### src/rtl/ps2_host_tx_ctrl.sv
// PS/2 host-to-device command transmitter: inhibits the clock, issues request-to-send,
// shifts one byte plus odd parity and stop on device clock edges, then checks the ACK.
module ps2_host_tx_ctrl #(
    parameter int INHIBIT_CYCLES = 10000,
    parameter int FILTER_LEN     = 8,
    parameter int TIMEOUT_CYCLES = 2000000
) (
    input  logic       clk,
    input  logic       rst_n,
    input  logic       ps2c_in,
    input  logic       ps2d_in,
    output logic       ps2c_oe,
    output logic       ps2d_oe,
    input  logic       rx_busy,
    output logic       rx_enable,
    input  logic       cmd_valid,
    input  logic [7:0] cmd_data,
    output logic       cmd_ready,
    output logic       done,
    output logic       err,
    output logic [1:0] err_code
);

    localparam int FCW = $clog2(FILTER_LEN + 1);
    localparam int ICW = $clog2(INHIBIT_CYCLES + 1);
    localparam int TCW = $clog2(TIMEOUT_CYCLES + 1);

    localparam logic [2:0] ST_IDLE    = 3'd0;
    localparam logic [2:0] ST_INHIBIT = 3'd1;
    localparam logic [2:0] ST_RTS     = 3'd2;
    localparam logic [2:0] ST_SHIFT   = 3'd3;
    localparam logic [2:0] ST_ACK     = 3'd4;
    localparam logic [2:0] ST_RELEASE = 3'd5;

    logic [1:0] raw_lines;
    logic [1:0] filt_lines;
    assign raw_lines = {ps2d_in, ps2c_in};

    // Bit 0 is PS2C, bit 1 is PS2D; both idle high through reset.
    genvar gi;
    generate
        for (gi = 0; gi < 2; gi++) begin : g_cond
            logic           sync1_reg;
            logic           sync2_reg;
            logic           filt_reg;
            logic [FCW-1:0] stab_cnt_reg;

            always_ff @(posedge clk or negedge rst_n) begin
                if (!rst_n) begin
                    sync1_reg    <= 1'b1;
                    sync2_reg    <= 1'b1;
                    filt_reg     <= 1'b1;
                    stab_cnt_reg <= '0;
                end else begin
                    sync1_reg <= raw_lines[gi];
                    sync2_reg <= sync1_reg;
                    if (sync2_reg == filt_reg) begin
                        stab_cnt_reg <= '0;
                    end else if (stab_cnt_reg == FCW'(FILTER_LEN - 1)) begin
                        filt_reg     <= sync2_reg;
                        stab_cnt_reg <= '0;
                    end else begin
                        stab_cnt_reg <= stab_cnt_reg + 1'b1;
                    end
                end
            end

            assign filt_lines[gi] = filt_reg;
        end
    endgenerate

    logic filt_c;
    logic filt_d;
    logic filt_c_prev_reg;
    logic c_fall;
    assign filt_c = filt_lines[0];
    assign filt_d = filt_lines[1];
    assign c_fall = filt_c_prev_reg & ~filt_c;

    logic [2:0]     state_reg;
    logic [ICW-1:0] inh_cnt_reg;
    logic [TCW-1:0] tmo_cnt_reg;
    logic [3:0]     edge_cnt_reg;
    logic [9:0]     frame_reg;
    logic           ps2c_oe_reg;
    logic           ps2d_oe_reg;
    logic           rx_enable_reg;
    logic           done_reg;
    logic           err_reg;
    logic [1:0]     err_code_reg;
    logic           tmo_hit;

    assign tmo_hit   = (tmo_cnt_reg >= TCW'(TIMEOUT_CYCLES - 1));
    assign cmd_ready = (state_reg == ST_IDLE) && !rx_busy;
    assign ps2c_oe   = ps2c_oe_reg;
    assign ps2d_oe   = ps2d_oe_reg;
    assign rx_enable = rx_enable_reg;
    assign done      = done_reg;
    assign err       = err_reg;
    assign err_code  = err_code_reg;

    always_ff @(posedge clk or negedge rst_n) begin
        if (!rst_n) begin
            state_reg       <= ST_IDLE;
            inh_cnt_reg     <= '0;
            tmo_cnt_reg     <= '0;
            edge_cnt_reg    <= '0;
            frame_reg       <= '0;
            ps2c_oe_reg     <= 1'b0;
            ps2d_oe_reg     <= 1'b0;
            rx_enable_reg   <= 1'b1;
            done_reg        <= 1'b0;
            err_reg         <= 1'b0;
            err_code_reg    <= 2'b00;
            filt_c_prev_reg <= 1'b1;
        end else begin
            done_reg        <= 1'b0;
            err_reg         <= 1'b0;
            filt_c_prev_reg <= filt_c;
            case (state_reg)
                ST_IDLE: begin
                    if (cmd_valid && cmd_ready) begin
                        frame_reg     <= {1'b1, ~^cmd_data, cmd_data};
                        err_code_reg  <= 2'b00;
                        rx_enable_reg <= 1'b0;
                        ps2c_oe_reg   <= 1'b1;
                        inh_cnt_reg   <= '0;
                        state_reg     <= ST_INHIBIT;
                    end
                end
                ST_INHIBIT: begin
                    if (inh_cnt_reg == ICW'(INHIBIT_CYCLES - 1)) begin
                        ps2d_oe_reg <= 1'b1;
                        state_reg   <= ST_RTS;
                    end else begin
                        inh_cnt_reg <= inh_cnt_reg + 1'b1;
                    end
                end
                ST_RTS: begin
                    ps2c_oe_reg  <= 1'b0;
                    tmo_cnt_reg  <= '0;
                    edge_cnt_reg <= '0;
                    state_reg    <= ST_SHIFT;
                end
                ST_SHIFT: begin
                    if (tmo_hit) begin
                        err_reg       <= 1'b1;
                        err_code_reg  <= 2'b10;
                        ps2c_oe_reg   <= 1'b0;
                        ps2d_oe_reg   <= 1'b0;
                        rx_enable_reg <= 1'b1;
                        state_reg     <= ST_IDLE;
                    end else begin
                        tmo_cnt_reg <= tmo_cnt_reg + 1'b1;
                        // Edge n presents frame bit n-1; the stop bit releases PS2D.
                        if (c_fall) begin
                            ps2d_oe_reg  <= ~frame_reg[edge_cnt_reg];
                            edge_cnt_reg <= edge_cnt_reg + 1'b1;
                            if (edge_cnt_reg == 4'd9) begin
                                state_reg <= ST_ACK;
                            end
                        end
                    end
                end
                ST_ACK: begin
                    if (c_fall) begin
                        if (!filt_d) begin
                            state_reg <= ST_RELEASE;
                        end else begin
                            err_reg       <= 1'b1;
                            err_code_reg  <= 2'b01;
                            rx_enable_reg <= 1'b1;
                            state_reg     <= ST_IDLE;
                        end
                    end else if (tmo_hit) begin
                        err_reg       <= 1'b1;
                        err_code_reg  <= 2'b10;
                        ps2c_oe_reg   <= 1'b0;
                        ps2d_oe_reg   <= 1'b0;
                        rx_enable_reg <= 1'b1;
                        state_reg     <= ST_IDLE;
                    end else begin
                        tmo_cnt_reg <= tmo_cnt_reg + 1'b1;
                    end
                end
                ST_RELEASE: begin
                    if (filt_c && filt_d) begin
                        done_reg      <= 1'b1;
                        rx_enable_reg <= 1'b1;
                        state_reg     <= ST_IDLE;
                    end
                end
                default: begin
                    state_reg <= ST_IDLE;
                end
            endcase
        end
    end

endmodule

### config.mk
export PLATFORM = sky130hd
export DESIGN_NAME = ps2_host_tx_ctrl
export DESIGN_NICKNAME = d
export VERILOG_FILES = /design/src/rtl/ps2_host_tx_ctrl.sv
export SDC_FILE = /design/constraint.sdc
export NUM_CORES = 1
export LEC_CHECK = 0
export CORE_MARGIN = 2
export CORE_UTILIZATION = 45
export DETAILED_ROUTE_END_ITERATION = 10
export SLEW_MARGIN = 10
export SYNTH_ARGS = -nofsm -noshare
export SYNTH_HDL_FRONTEND = slang
export SYNTH_SLANG_ARGS = --single-unit
export TNS_END_PERCENT = 30
### constraint.sdc
create_clock -name clk -period 2.6 [get_ports clk]
set_input_delay 0.52 -clock clk [delete_from_list [all_inputs] [get_ports clk]]
set_output_delay 0.52 -clock clk [all_outputs]
set_load 0.02 [all_outputs]
==> results.yml, run 1 <==
sta:
  whs_ns: 0.160
  rsz0062_at_grt: "false"
  fmax_mhz: 409
  fin_crit_sh_pct: 94.1
  tns_ns: 0
  relSlewSlack_pct: 53.9
  clock_skew_ns: 0.0102
  report.final.setup_viol: 0
  slew_viol_final: 0
  fin_crit_ns: 2.45
  tightest_slew_ns: 0.687
  hold_violations: 0
clock_network:
  ctsHoldBuffers: 0
  clockBufferDepth: 2
  cts_buffers: 9
  clockRootBuffer: "clkbuf_8"
  htree_levels: 3
  clk_latency_ns: 0.35
  path_clk_slew_ns: 0.08
  cts_tree: "built"
  cts_resized: 0
  numClockSinks: 74
  cts_setup_buffers: 0
route:
  wl_per_cell_um: 15.3
  first_iter_violations: 162
  vias_per_cell: 5.71
  drt_first_pass_iters: 4
  vias: 3228
  ant_nets: 0
  drc: 0
  totalWireLength_mm: 8.66
setup_path:
  endpoint_kind: "output port"
  startpoint: "state_reg[1]"
  cp-start-kind: "flop"
  cp.arrival_ns: 1.93
  r2r_slack_ns: 0.30
  rr_startpoint: "tmo_cnt_reg[13]"
  r2r.worst_path.cells: 6
  required_ns: 2.08
  critical_path.cell_chain: "nor4_2 -> clkdlybuf4s50_1"
  worst_r2r_endpoint: "tmo_cnt_reg[4]"
  crit_slowest_cell: "clkdlybuf4s50_1"
  path_class: "flop to output port"
  critical_path.max_stage_delay_ns: 0.66
  critPathMaxFanout: 12
power_and_ir_drop:
  p_leak_nw: 1.93
  p_per_area_mw_per_mm2: 941
  ir_worst_vdd_mv: 0.400
layout:
  layout-area-overhead-vs-synth_pct: 16.0
  nets: 472
  largest_reg_flops: 21
  fill_cells: 803
  drive_gt1_share_pct: 12.5
  n_antenna_cell: 0
  stdcell_area_mm2: 0.00454
  postLayoutCoreUtil_pct: 52.9
hold_path:
  hp-class: "input port to async pin"
global_route:
  grt_pass1_vias: 3117
  grt_first_pass_wirelength_mm: 15.0
  antenna_found_initial: 0
  grt_use_total_pct: 19.3
  grt_max_degree: 75
  grt_overflow: 0
synth:
  synth.most_common_cell: "nand2_1"
  syn_inst: 421
  synthDistinctLibCells: 62
  synth.area.top_cells: "dfrtp_1 (42%), nand2_1 (6.6%), dfstp_2 (5.4%), a21oi_1 (2.9%), xnor2_1 (2.9%)"
  yosysSeqAreaShare_pct: 47.5
  synth-edff-count: 0
  avgSynthCellArea_um2: 9.30
  yosys.area.top_type: "dfrtp_1"
  ys_ff_latch: 74
  netlist_area_mm2: 0.00392
  syn-num-nets: 441
  yosysWarnings: 0
  synth_common_cells: "nand2_1 (69), dfrtp_1 (66), nor2_1 (26)"
  synthArstFlopShare_pct: 100
  yosysTopAreaCellShare_pct: 42.2
  synth-main-ff-cell: "dfrtp_1"
run_status:
  outcome: "completed"
floorplanning:
  core_area_mm2: 0.00859
  start_util_pct: 45.6
  pin_count: 22
  die_h_um: 97.3
  die_w_um: 97.3
  die_area_mm2: 0.00947
  row_count: 34
placement:
  dp_hpwl_mm: 5.89
  gp_congestion: 0.841
  io_buffers: 21
  dpl_cell_area_mm2: 0.00434
job:
  drv_cap: 0
[per-stage QoR]
stage / total power [mW] / std cells / setup WS [ns]
2_1_floorplan: 2.79 / 421 / 0.400
3_3_place_gp: 3.33 / 549 / 0.237
3_5_place_dp: 3.36 / 549 / 0.190
4_1_cts: 4.32 / 565 / 0.129
5_1_grt: 4.59 / 565 / 0.0402
6_report: 4.28 / 565 / 0.153
[cell families after synthesis]
group / synth area share (%)
flip-flops: 47.5
AO/OA/AOI/OAI: 15.2
multiplexers: 2.49
buffers and inverters: 3.04
AND/OR/NAND/NOR: 26.3
XOR/XNOR: 3.58
adder cells (fa/ha/maj): 1.92
[power by group]
group / leakage [nW] / internal (mW) / switching [mW]
Sequential: 0.960 / 1.46 / 0.317
Combinational: 0.872 / 0.679 / 0.881
Clock: 0.0962 / 0.475 / 0.464
Total: 1.93 / 2.62 / 1.66
[critical path, delay by kind of cell, from the launching register on]
kind,cells,cell delay [ns]
buffers and inverters,1,0.66
flip-flops,1,0.54
AND/OR/NAND/NOR,1,0.38
[worst max path at each step]
stage	endpoint
after floorplan	inh_cnt_reg[13]
after global placement	inh_cnt_reg[12]
after detailed placement	inh_cnt_reg[8]
after CTS	cmd_ready
after global routing	cmd_ready
final	cmd_ready
[cell usage in the layout, fill, tap and decap left out, types with 5 or more instances in the layout]
| master | instances |
|---|---|
| a21oi_1 | 23 |
| and2_1 | 6 |
| and3_1 | 8 |
| buf_4 | 15 |
| clkbuf_8 | 10 |
| clkdlybuf4s50_1 | 20 |
| dfrtp_1 | 66 |
| dfstp_2 | 8 |
| ha_1 | 6 |
| inv_1 | 13 |
| nand2_1 | 69 |
| nand3_1 | 20 |
| nand4_1 | 8 |
| nor2_1 | 26 |
| nor2b_1 | 5 |
| nor3_1 | 11 |
| nor4_1 | 6 |
| o211ai_1 | 9 |
| o21ai_0 | 16 |
| o22ai_1 | 5 |
| o31ai_1 | 6 |
| or4_1 | 14 |
| xnor2_1 | 13 |
[metal layers]
layer / global-route usage, % / vias up / share of wire (%)
met5: 0 / - / 0
met4: 6.62 / 0 / 1.4
met3: 2.88 / 10 / 2.7
met2: 29.1 / 52 / 44
met1: 28.7 / 1574 / 52
li1: - / 1592 / -
[cell type report]
type                    instances  area [um^2]  area share (%)
clock buffers                  11          141            3.11
clock inverters                 5         62.6            1.38
inverters                      13         48.8            1.07
multi-input cells             317         1940            42.7
flip-flops and latches         74         1860            41.0
well taps                     108          135            2.97
repair buffers                 37          353            7.77
Power figures use the tool's default switching activity.
==> run 2, diff against run 1 <==
SETUP_SLACK_MARGIN = 0.4   (was unset)
TNS_END_PERCENT = unset   (was 30)
==> run 2 against run 1 <==
Design area increased by 5.4%. Cell count grew 3.2%. Clock-buffer cell count fell by 2. Sequential cell count stayed put. Via count rose by 3.1%. Total power rose by 5.6%. Die area unchanged. Non-clock buffer count is 18 higher. First-iteration DRC count decreased by 2.5%. Clock power increased by 8%. Critical path type is now input port to output port. Largest power group unchanged. Highest routed layer unchanged.
==> results.yml, run 2 (synthesis gave the netlist of run 1 again) <==
setup_path:
  startpoint: "rx_busy"
  r2r_slack_ns: 0.48
  cp.arrival_ns: 1.63
  cp-start-kind: "input port"
  path_class: "input port to output port"
  rr_startpoint: "tmo_cnt_reg[12]"
  critPathMaxFanout: 4
  endpoint_kind: "output port"
  r2r.worst_path.cells: 6
  crit_end: "cmd_ready"
  required_ns: 2.08
  worst_r2r_endpoint: "state_reg[0]"
sta:
  fmax_mhz: 464
  clock_skew_ns: 0.00923
  fin_crit_sh_pct: 82.9
  hold_violations: 0
  tightest_slew_ns: 0.632
  slew_viol_final: 0
  fin_ws_ns: 0.445
  rsz0062_at_grt: "true"
  report.final.setup_viol: 0
  whs_ns: 0.193
  tns_ns: 0
  fin_crit_ns: 2.15
  relSlewSlack_pct: 57.6
clock_network:
  clockBufferDepth: 2
  clockRootBuffer: "clkbuf_8"
  cts_tree: "built"
  numClockSinks: 74
  clk_latency_ns: 0.34
  path_clk_slew_ns: 0.08
  ctsHoldBuffers: 0
  cts_buffers: 9
  htree_levels: 3
run_status:
  outcome: "completed"
power_and_ir_drop:
  p_leak_nw: 2.04
  total_power_mw: 4.51
  p_per_area_mw_per_mm2: 943
  ir_worst_vdd_mv: 0.470
global_route:
  grt_use_total_pct: 18.8
  grt_pass1_vias: 3038
  antenna_found_initial: 0
  grt_overflow: 0
  grt_max_degree: 50
  grt_first_pass_wirelength_mm: 14.6
layout:
  nets: 490
  drive_gt1_share_pct: 20.0
  layout_common_cells: "nand2_1 (68), dfrtp_1 (60), buf_4 (30), nor2_1 (26), a21oi_1 (21)"
  final_common_cell: "nand2_1"
  layout-area-overhead-vs-synth_pct: 22.3
  n_antenna_cell: 0
  largest_reg_flops: 21
route:
  route.met3.wl_um: 239
  dr_wl_met2_mm: 4.01
  first_iter_violations: 158
  top_layer_used: "met4"
  totalWireLength_mm: 8.91
  wl_met1_mm: 4.54
  drc: 0
  wl_per_cell_um: 15.3
  vias: 3327
  drt_first_pass_iters: 4
  ant_nets: 0
  vias_per_cell: 5.71
floorplanning:
  core_area_mm2: 0.00859
  die_area_mm2: 0.00947
  die_h_um: 97.3
  die_w_um: 97.3
  row_count: 34
  pin_count: 22
  start_util_pct: 45.6
placement:
  io_buffers: 21
  gp_congestion: 0.869
  dp_hpwl_mm: 5.98
  place_ws_ns: 0.174
hold_path:
  hp-class: "input port to async pin"
job:
  drv_cap: 0
-- run 2: worst min path at each step --
stage | slack, ns | to | start
floorplan | 0.22 | done | rst_n
global placement | 0.35 | g_cond[1].sync2_reg | g_cond[1].sync1_reg
detailed placement | 0.35 | g_cond[1].sync2_reg | g_cond[1].sync1_reg
CTS | 0.21 | g_cond[1].stab_cnt_reg[2] | rst_n
global route | 0.23 | g_cond[1].stab_cnt_reg[2] | rst_n
finish | 0.19 | g_cond[1].stab_cnt_reg[2] | rst_n
-- run 2: layer usage --
layer | vias to the layer above | global-route usage, %
met5 | - | 0
met4 | 0 | 6.09
met3 | 9 | 3.24
met2 | 50 | 28.0
met1 | 1631 | 28.2
li1 | 1637 | -
-- run 2: layout make-up --
cell class | instances | area [um^2]
inverter | 13 | 48.8
clock buffer | 9 | 124
clock inverter | 7 | 98.8
multi-input combinational | 317 | 2030
sequential | 74 | 1870
fill | 782 | 3800
timing repair buffer | 55 | 487
tap | 108 | 135
-- run 2: report_power, final --
group          total (mW)  switching (mW)  internal [mW]
Sequential           1.77           0.299           1.47
Clock                1.01           0.457          0.549
Combinational        1.74           0.972          0.772
Total                4.51            1.73           2.79
-- run 2: worst max-delay path: stages --
cell and delay, ns:
clkdlybuf4s50_1 0.46, nor4_4 0.30, clkdlybuf4s15_1 0.35
-- run 2: per-stage QoR --
| stage | area (um^2) | std cells | utilization (%) |
|---|---|---|---|
| 5_1_grt | 4790 | 583 | 55.7 |
| 3_3_place_gp | 4320 | 547 | 50.3 |
| 4_1_cts | 4550 | 563 | 53.0 |
| 3_5_place_dp | 4320 | 547 | 50.3 |
| 2_1_floorplan | 3930 | 421 | - |
| 6_report | 4790 | 583 | 55.7 |
-- run 2: timing repair --
| action | 4_1_cts | 5_1_grt |
|---|---|---|
| endpoints found under the hold margin | 0 | 0 |
| setup buffers | 0 | 20 |
| gates cloned | 0 | 0 |
| pin swaps | 0 | 8 |
| setup endpoints to repair | 17 | 21 |
| resized for setup | 5 | 21 |
